**src/rtl/vga_text_pkg.sv**
```systemverilog
// Shared constants for the 80x30 text-mode renderer: glyph geometry, address
// widths, pipeline latency and the 16-entry CGA palette.
package vga_text_pkg;

  localparam int CHAR_W      = 8;
  localparam int CHAR_H      = 16;
  localparam int TEXT_ADDR_W = 12;
  localparam int FONT_ADDR_W = 12;
  localparam int PIPE_LAT    = 5;

  localparam logic [11:0] CGA_PALETTE [16] = '{
    12'h000, 12'h00A, 12'h0A0, 12'h0AA, 12'hA00, 12'hA0A, 12'hA50, 12'hAAA,
    12'h555, 12'h55F, 12'h5F5, 12'h5FF, 12'hF55, 12'hF5F, 12'hFF5, 12'hFFF
  };

  function automatic logic [11:0] palette_lookup(input logic [3:0] idx);
    return CGA_PALETTE[idx];
  endfunction

endpackage

```
**src/rtl/vga_delay_line.sv**
```systemverilog
// Fixed-depth shift register carrying side-channel data (syncs, de, fine
// coordinates, attribute) alongside the RAM/ROM fetch pipeline.
module vga_delay_line #(
  parameter int              WIDTH     = 1,
  parameter int              DEPTH     = 1,
  parameter logic [WIDTH-1:0] RESET_VAL = '0
) (
  input  logic             pixel_clk,
  input  logic             rst_n,
  input  logic [WIDTH-1:0] d,
  output logic [WIDTH-1:0] q
);

  logic [WIDTH-1:0] stage_r [DEPTH];

  // Shift chain; stage 0 captures the input
  always_ff @(posedge pixel_clk or negedge rst_n) begin
    if (!rst_n) begin
      for (int i = 0; i < DEPTH; i++) stage_r[i] <= RESET_VAL;
    end else begin
      stage_r[0] <= d;
      for (int i = 1; i < DEPTH; i++) stage_r[i] <= stage_r[i-1];
    end
  end

  assign q = stage_r[DEPTH-1];

endmodule

```
**src/rtl/vga_text_renderer.sv**
```systemverilog
// Text-mode pixel pipeline: text RAM -> font ROM -> palette -> DAC, with syncs
// delayed to match. Optional underline cursor enabled by VGA_TEXT_CURSOR_EN.
module vga_text_renderer
  import vga_text_pkg::*;
#(
  parameter int   TEXT_COLS    = 80,
  parameter int   TEXT_ROWS    = 30,
  parameter logic SYNC_POL     = 1'b0,
  parameter int   BLINK_FRAMES = 32
) (
  input  logic                   pixel_clk,
  input  logic                   rst_n,
  input  logic [31:0]            x,
  input  logic [31:0]            y,
  input  logic                   disp_en,
  input  logic                   h_sync_in,
  input  logic                   v_sync_in,
  output logic [TEXT_ADDR_W-1:0] text_addr,
  input  logic [15:0]            text_data,
  output logic [FONT_ADDR_W-1:0] font_addr,
  input  logic [7:0]             font_data,
  input  logic [6:0]             cursor_col,
  input  logic [4:0]             cursor_row,
  output logic [3:0]             r,
  output logic [3:0]             g,
  output logic [3:0]             b,
  output logic                   h_sync,
  output logic                   v_sync
);

  localparam int              CNT_W    = (BLINK_FRAMES > 1) ? $clog2(BLINK_FRAMES) : 1;
  localparam logic [CNT_W-1:0] CNT_LAST = CNT_W'(BLINK_FRAMES - 1);

  logic [6:0]  col_s;
  logic [4:0]  row_s;
  logic [2:0]  fine_x_s;
  logic [3:0]  fine_y_s;
  logic [31:0] addr_full_s;
  logic        de_d5_s;
  logic [1:0]  sync_d5_s;
  logic [2:0]  fine_x_d4_s;
  logic [3:0]  fine_y_d2_s;
  logic [7:0]  attr_d4_s;
  logic [11:0] fg_s;
  logic [11:0] bg_s;
  logic [11:0] fg_sel_s;
  logic [11:0] color_s;
  logic [11:0] color_r;
  logic        pixel_on_s;
  logic        vs_prev_r;
  logic        frame_evt_s;
  logic [CNT_W-1:0] frame_cnt_r;
  logic        blink_phase_r;
  logic        unused_s;

  assign col_s       = x[9:3];
  assign row_s       = y[8:4];
  assign fine_x_s    = x[2:0];
  assign fine_y_s    = y[3:0];
  assign addr_full_s = 32'(row_s) * 32'(TEXT_COLS) + 32'(col_s);

  // E0: text RAM address, wraps modulo 4096 for oversized parameter sets
  always_ff @(posedge pixel_clk or negedge rst_n) begin
    if (!rst_n) text_addr <= '0;
    else        text_addr <= addr_full_s[TEXT_ADDR_W-1:0];
  end

  vga_delay_line #(.WIDTH(1), .DEPTH(5), .RESET_VAL(1'b0)) u_de_dly (
    .pixel_clk(pixel_clk), .rst_n(rst_n), .d(disp_en), .q(de_d5_s));

  vga_delay_line #(.WIDTH(2), .DEPTH(5), .RESET_VAL({~SYNC_POL, ~SYNC_POL})) u_sync_dly (
    .pixel_clk(pixel_clk), .rst_n(rst_n), .d({h_sync_in, v_sync_in}), .q(sync_d5_s));

  vga_delay_line #(.WIDTH(3), .DEPTH(4), .RESET_VAL(3'd0)) u_fx_dly (
    .pixel_clk(pixel_clk), .rst_n(rst_n), .d(fine_x_s), .q(fine_x_d4_s));

  vga_delay_line #(.WIDTH(4), .DEPTH(2), .RESET_VAL(4'd0)) u_fy_dly (
    .pixel_clk(pixel_clk), .rst_n(rst_n), .d(fine_y_s), .q(fine_y_d2_s));

  // Attribute is captured from the RAM at E2 and held one more stage for E4
  vga_delay_line #(.WIDTH(8), .DEPTH(2), .RESET_VAL(8'd0)) u_attr_dly (
    .pixel_clk(pixel_clk), .rst_n(rst_n), .d(text_data[15:8]), .q(attr_d4_s));

  // E2: font ROM address from the fetched character and its glyph row
  always_ff @(posedge pixel_clk or negedge rst_n) begin
    if (!rst_n) font_addr <= '0;
    else        font_addr <= {text_data[7:0], fine_y_d2_s};
  end

  assign frame_evt_s = (v_sync_in == SYNC_POL) && (vs_prev_r != SYNC_POL);

  // One count per vertical sync assertion; blink phase flips on wrap
  always_ff @(posedge pixel_clk or negedge rst_n) begin
    if (!rst_n) begin
      vs_prev_r     <= ~SYNC_POL;
      frame_cnt_r   <= '0;
      blink_phase_r <= 1'b0;
    end else begin
      vs_prev_r <= v_sync_in;
      if (frame_evt_s) begin
        if (frame_cnt_r == CNT_LAST) begin
          frame_cnt_r   <= '0;
          blink_phase_r <= ~blink_phase_r;
        end else begin
          frame_cnt_r <= frame_cnt_r + 1'b1;
        end
      end
    end
  end

`ifdef VGA_TEXT_CURSOR_EN
  logic cursor_hit_s;
  logic cursor_d4_s;

  assign cursor_hit_s = (col_s == cursor_col) && (row_s == cursor_row) &&
                        (fine_y_s[3:1] == 3'b111);

  vga_delay_line #(.WIDTH(1), .DEPTH(4), .RESET_VAL(1'b0)) u_cur_dly (
    .pixel_clk(pixel_clk), .rst_n(rst_n), .d(cursor_hit_s), .q(cursor_d4_s));

  assign unused_s = ^{x[31:10], y[31:9], 1'(TEXT_ROWS)};
`else
  assign unused_s = ^{x[31:10], y[31:9], 1'(TEXT_ROWS), cursor_col, cursor_row};
`endif

  assign fg_s = palette_lookup(attr_d4_s[3:0]);
  assign bg_s = palette_lookup({1'b0, attr_d4_s[6:4]});

  // E4: glyph bit select, blink masking and cursor override
  always_comb begin
    fg_sel_s   = fg_s;
    pixel_on_s = font_data[3'd7 - fine_x_d4_s];
    color_s    = bg_s;
    if (attr_d4_s[7] && blink_phase_r) fg_sel_s = bg_s;
    else                               fg_sel_s = fg_s;
`ifdef VGA_TEXT_CURSOR_EN
    if (cursor_d4_s && !blink_phase_r) pixel_on_s = 1'b1;
    else                               pixel_on_s = font_data[3'd7 - fine_x_d4_s];
`endif
    if (pixel_on_s) color_s = fg_sel_s;
    else            color_s = bg_s;
  end

  // E4 colour register, E5 blanked DAC outputs and aligned syncs
  always_ff @(posedge pixel_clk or negedge rst_n) begin
    if (!rst_n) begin
      color_r <= 12'h000;
      r       <= 4'h0;
      g       <= 4'h0;
      b       <= 4'h0;
      h_sync  <= ~SYNC_POL;
      v_sync  <= ~SYNC_POL;
    end else begin
      color_r <= color_s;
      if (de_d5_s) {r, g, b} <= color_r;
      else         {r, g, b} <= 12'h000;
      h_sync <= sync_d5_s[1];
      v_sync <= sync_d5_s[0];
    end
  end

endmodule

```
**config.mk**
```make
export PLATFORM = sky130hd
export DESIGN_NAME = vga_text_renderer
export DESIGN_NICKNAME = d
export VERILOG_FILES = /design/src/rtl/vga_text_pkg.sv /design/src/rtl/vga_delay_line.sv /design/src/rtl/vga_text_renderer.sv
export SDC_FILE = /design/constraint.sdc
export NUM_CORES = 1
export LEC_CHECK = 0
export BUFFER_PORTS_ARGS = -buffer_cell sky130_fd_sc_hd__buf_2
export CAP_MARGIN = 10
export CORE_AREA = 2 2 130 69
export DETAILED_ROUTE_END_ITERATION = 16
export DIE_AREA = 0 0 132 71
export PLACE_DENSITY = 0.77
export SYNTH_ARGS = -nofsm -noshare
export SYNTH_HDL_FRONTEND = slang
export SYNTH_HIERARCHICAL = 1
export SYNTH_SLANG_ARGS = --single-unit
```
**constraint.sdc**
```tcl
create_clock -name pixel_clk -period 2.1 [get_ports pixel_clk]
set_clock_uncertainty 0.15 [all_clocks]
set_input_delay 0.105 -clock pixel_clk [delete_from_list [all_inputs] [get_ports pixel_clk]]
set_output_delay 0.105 -clock pixel_clk [all_outputs]
set_load 0.01 [all_outputs]
```
# Yosys cells after proc, flatten, opt, wreduce, memory -nomap -nowiden
# Memories as Yosys holds them, arrays and structs flattened.
# Cells that the tools add are included.
dict set report word_totals {
  latch_bits 0
  in_bits 105
  ram_bits 0
  output_inout_bits 38
  regBits 108
  romBits 384
  mem_count 2
  elab_cells 58
}
# memory depth word_bits rd rd_clocked_by_memory_dff wr line_no
set mem_list {}
lappend mem_list {{(name not given)} 16 12 1 0 0 vga_text_pkg.sv:17} ;# return CGA_PALETTE[idx];
lappend mem_list {{(name not given)} 16 12 1 0 0 vga_text_pkg.sv:17}
dict set report op_classes {
  div 0
  reduce_logical 3
  eq_ne 1
  n_shift 0
  magnitude_cmp 3
  n_bitwise 4
  mux 12
  multipliers 1
  n_addsub 3
}
# operator count
set op_table {}
lappend op_table {{two-way mux 12 bit} 6}
lappend op_table {{adder 12 x 7 -> 12 bit} 1}
lappend op_table {{two-way mux 4 bit} 3}
lappend op_table {{>= comparator 5 bit (second input constant)} 2}
lappend op_table {{multiplier 5 x 3 -> 8 bit (second input constant)} 1}
lappend op_table {{adder 5 x 1 -> 5 bit (second input constant)} 1}
lappend op_table {{== test 5 bit (second input constant)} 1}
lappend op_table {{two-way mux 5 bit} 1}
lappend op_table {{inverter 3 -> 5 bit} 1}
lappend op_table {{inverter 4 -> 5 bit} 1}
lappend op_table {{less-than comparator 3 x 4 -> 1 bit (second input constant)} 1}
lappend op_table {{binary-select mux 1 bit (select 3 bit)} 1}
lappend op_table {{subtractor 3 bit (first input constant)} 1}
lappend op_table {{logical AND 1 bit} 2}
lappend op_table {{inverter 1 bit} 2}
lappend op_table {{AND reduction 2 bit} 1}
lappend op_table {{two-way mux 1 bit} 1}

# Longest topological paths before layout
dict set report depth {
  ltp_word 6
  ltp_mapped 8
  depth_no_buf 8
}

# By module
# The synthesis kept the hierarchy.
# mod area_each_um2 seq_area_each_um2 cells_each instances
set modules_own_cells {}
lappend modules_own_cells {vga_text_renderer 1808.0 1079.8 139 1}
lappend modules_own_cells {{vga_delay_line at u_attr_dly} 460.4 400.4 24 1}
lappend modules_own_cells {{vga_delay_line at u_fx_dly} 322.8 300.3 15 1}
lappend modules_own_cells {{vga_delay_line at u_sync_dly} 277.8 262.8 12 1}
lappend modules_own_cells {{vga_delay_line at u_fy_dly} 230.2 200.2 12 1}
lappend modules_own_cells {{vga_delay_line at u_de_dly} 125.1 125.1 5 1}

# Least setup slack after synthesis
# No wires, ideal clock.
dict set report synth_timing {
  kind {input-to-reg}
  startpoint {input y[5]}
  endpoint {register text_addr[11]}
  n_path_buf 0
  slack_ns 0.229
  arrival_time_ns 1.595
  required_time_ns 1.824
  path_stages 8
  setup_time_ns 0.126
  path_cell_list {ha_1 > ha_1 > inv_1 > fa_1 > and3b_1 > a32o_1 > nand4_1 > nand3_1}
}
dict set report synth_via {
  elab_chain_cells 2
}
# element line_no
set synth_lines {}
lappend synth_lines {{from (decl)} vga_text_renderer.sv:14} ;# input logic [31:0] y,
lappend synth_lines {{multiplier 5 x 3 -> 8 bit} vga_text_renderer.sv:60} ;# assign addr_full_s = 32'(row_s) * 32'(TEXT_COLS) + 32'(col_s);
lappend synth_lines {{adder 12 x 7 -> 12 bit} vga_text_renderer.sv:60}
lappend synth_lines {{via addr_full_s[11]} vga_text_renderer.sv:38} ;# logic [31:0] addr_full_s;
lappend synth_lines {{to (signal assigned)} vga_text_renderer.sv:65} ;# else text_addr <= addr_full_s[TEXT_ADDR_W-1:0];
lappend synth_lines {{to (decl)} vga_text_renderer.sv:18} ;# output logic [TEXT_ADDR_W-1:0] text_addr,
# The timed path passes the listed nets, and every way through them passes these cells.
# A chain may end at the register's enable or synchronous reset.

# Worst setup path after layout
dict set report layout_timing {
  startpoint {input x[7]}
  endpoint {register text_addr[10]}
}
dict set report layout_via {
  elab_chain_cells 1
}
# element line_no
set layout_lines {}
lappend layout_lines {{from (decl)} vga_text_renderer.sv:13} ;# input logic [31:0] x,
lappend layout_lines {{adder 12 x 7 -> 12 bit} vga_text_renderer.sv:60}
lappend layout_lines {{via addr_full_s[10]} vga_text_renderer.sv:38}
# The timed path passes the listed nets, and every way through them passes these cells.

==> metrics.txt <==
clock-pin slew on the worst setup and hold paths 0.06 ns; Distinct cells, synth 31; post-DR wirelength/cell 12.4 µm; Seq/Total Area, Yosys 73.5%; Tmin final 1.89 ns; n_diodes 0; hold crit path type in2reg; placed cell count 386; commonest non-fill, non-tap cell in the layout buf_2; Post-DP HPWL 3650 µm; Syn Inst Count 207; Via density 4.24; Worst-Margin Slew 0.443 ns; DIE AREA 9370 µm²; most frequent cells in the layout buf_2 (84), dfrtp_1 (81), dlygate4sd3_1 (34); First-pass DRT Iterations 4; Max Slew Vio Count 0; FF/Latch Area 2370 µm²; top_reg_cell synth dfrtp_1; setup TNS 0 ns; Yosys Warn Count 6; 1st-iter DRT viols 78; root buffer cell clkbuf_16; Post-Synth XOR/XNOR Area 1.90%; ys async rst share 100%; Psw 949 µW; final std cell area, no fill 4290 µm²; post-synthesis mux area share 3.26%; Post-Route Utilization 51.5%; Die Wd 132 µm; Die Ht 71 µm; initial antenna violation count 0; Clock power frac 39.3%; reg-to-reg critical path startpoint u_fx_dly/q[0]; gpl congestion 0.765; register bit total from synthesis 94; Synth Cell Area 3220 µm²; htree depth 3; largest family of logic cells by synthesized area buffers and inverters; Sequential Power Share 49.9%; remaining antenna violation count after routing 0; clk sinks 94; Int Pwr 3160 µW; Fmax achieved 529 MHz; Startpoint Class primary input; detailed-route wire length 5420 µm; first-pass GRT wire length 9030 µm; syn_nets 325; Mapped Avg Cell Area 15.6 µm²; Slew Limit Headroom 70.5%; final non-filler cell total 436; Synth Area in Simple Gates 5.90%; DRC errors left 0; Logic pwr share 10.9%; Multi-input gate area 638 µm²; fraction of layout instances using a drive strength above 1 36.7%; Total GRT Usage 12.7%; Num CTS Buffers 9; clock buffer depth 2; WP data arrival 1.99 ns; Fillers 719; Crit. End Element flip-flop; CP max FO 2; CTS tree built; WS Path Type in2reg; crit path from x[7]; layout net count 432; largest net degree at the start of global routing 62; Sw Ratio 23.1%; Place WS -0.0530 ns; EDFF count, synth 0; starting density of the core 38.8%; RSZ-0062 raised after global routing false; GRT Residual Overflow 0; Setup WS post-layout 0.209 ns; vias in the first global route 1987; worst skew pair latency 0.33 ns; Post CTS Setup Buffer Count 0; final period utilization 90.0%; status complete, no violations; worst hold start x[9]; area of the core 8320 µm²; PwrDens 959 nW/µm²; Post-Synth Adder-Cell Area 5.51%; Via Count 1848; Final Setup Violations 0; Layout area overhead 33.0%; FP Rows 24; Leak Pwr 0.00208 µW; complex-gate fraction of the synthesized area 3.22%; final hold viol count 0; dpl cell area 3640 µm²; input/output buffers 85; Worst VDD drop 0.421 mV; IO Count 143; WP data required 2.20 ns; MaxCap Viol Count 0
[critical path, stage by stage]
cell	delay, ns
dlygate4sd3_1	0.53
buf_2	0.10
ha_1	0.17
inv_1	0.06
fa_1	0.41
nor2b_1	0.12
o21ai_0	0.12
nor3_1	0.24
xnor2_1	0.14
[cells by family (layout without fill, tap and decap cells)]
group | after synthesis | in the layout
xor+xnor | 7 | 7
simple gates | 35 | 35
compound gates | 17 | 17
mux | 7 | 7
buf+inv | 34 | 146
flops | 94 | 94
fa+ha+maj | 13 | 13
[registers in the layout (all words and copies together), names as in the netlist]
signal	cells
u_de_dly/stage_r	4
v_sync	1
font_addr	12
u_de_dly/q	1
u_attr_dly/q	8
u_fx_dly/q	3
text_addr	12
u_fy_dly/stage_r	4
u_sync_dly/stage_r	8
blink_phase_r	1
color_r	5
u_attr_dly/stage_r	8
frame_cnt_r	5
u_sync_dly/q	2
g	2
u_fx_dly/stage_r	9
u_fy_dly/q	4
vs_prev_r	1
h_sync	1
r	1
b	2
[cell usage after synthesis (all sizes together), types with 2 or more instances]
cell	number	share of area, %
a21o	2	0.47
a21oi	2	0.43
a31oi	2	0.39
and2	7	1.4
and3	2	0.39
buf	24	5.6
dfrtp	81	63
dfstp	13	11
fa	2	1.2
ha	11	4.3
inv	10	1.2
mux2	2	0.70
mux2i	3	0.93
mux4	2	1.6
nand2	10	1.2
nand2b	3	0.58
nand3	2	0.31
nand4	2	0.39
nor2	2	0.23
nor2b	3	0.58
o21ai	9	1.4
xnor2	6	1.6
[path summary, 6_finish.rpt]
path	endpoint	slack, ns	depth (start not counted)
min	text_addr[6]	0.03	3
min in group asynchronous	frame_cnt_r[2]	0.11	2
max in group asynchronous	u_sync_dly/stage_r[9]	0.97	3
max	text_addr[10]	0.21	9
max reg2reg	color_r[3]	0.26	4
min reg2reg	u_attr_dly/q[6]	0.19	0
[cell type report]
type / instances / share of cell area [%]
inverter: 10 / 0.875
sequential: 94 / 55.2
tap: 117 / 3.41
timing repair buffer: 120 / 18.4
multi-input combinational: 79 / 14.9
clock inverter: 6 / 1.63
clock buffer: 10 / 5.57
[per-layer routing]
layer,vias to the layer above,part of all wire (%),global-route usage (%)
met1,895,42,14.4
met4,0,1.4,4.23
met2,70,50,21.8
met5,-,0,0
li1,872,-,-
met3,11,6.9,5.66
[repair_timing]
item                                   in CTS  in global routing
hold buffers                               34                  0
endpoints found under the hold margin      70                  0
resized for setup                           0                  0
[power groups by stage]
stage	Combinational, µW	Clock, µW	Sequential, µW
after floorplan	215	0	2090
after global placement	384	0	2070
after detailed placement	403	0	2080
after CTS	453	1680	2050
after global routing	503	1760	2070
final	447	1610	2050
[metrics by stage]
step,hold WS [ns],power [µW]
after detailed placement,-0.0621,2480
after global placement,-0.0741,2460
after global routing,0.0471,4330
after floorplan,-0.341,2310
final,0.0338,4110
after CTS,0.0131,4190
Note: power is estimated with default switching activity, not from simulation.
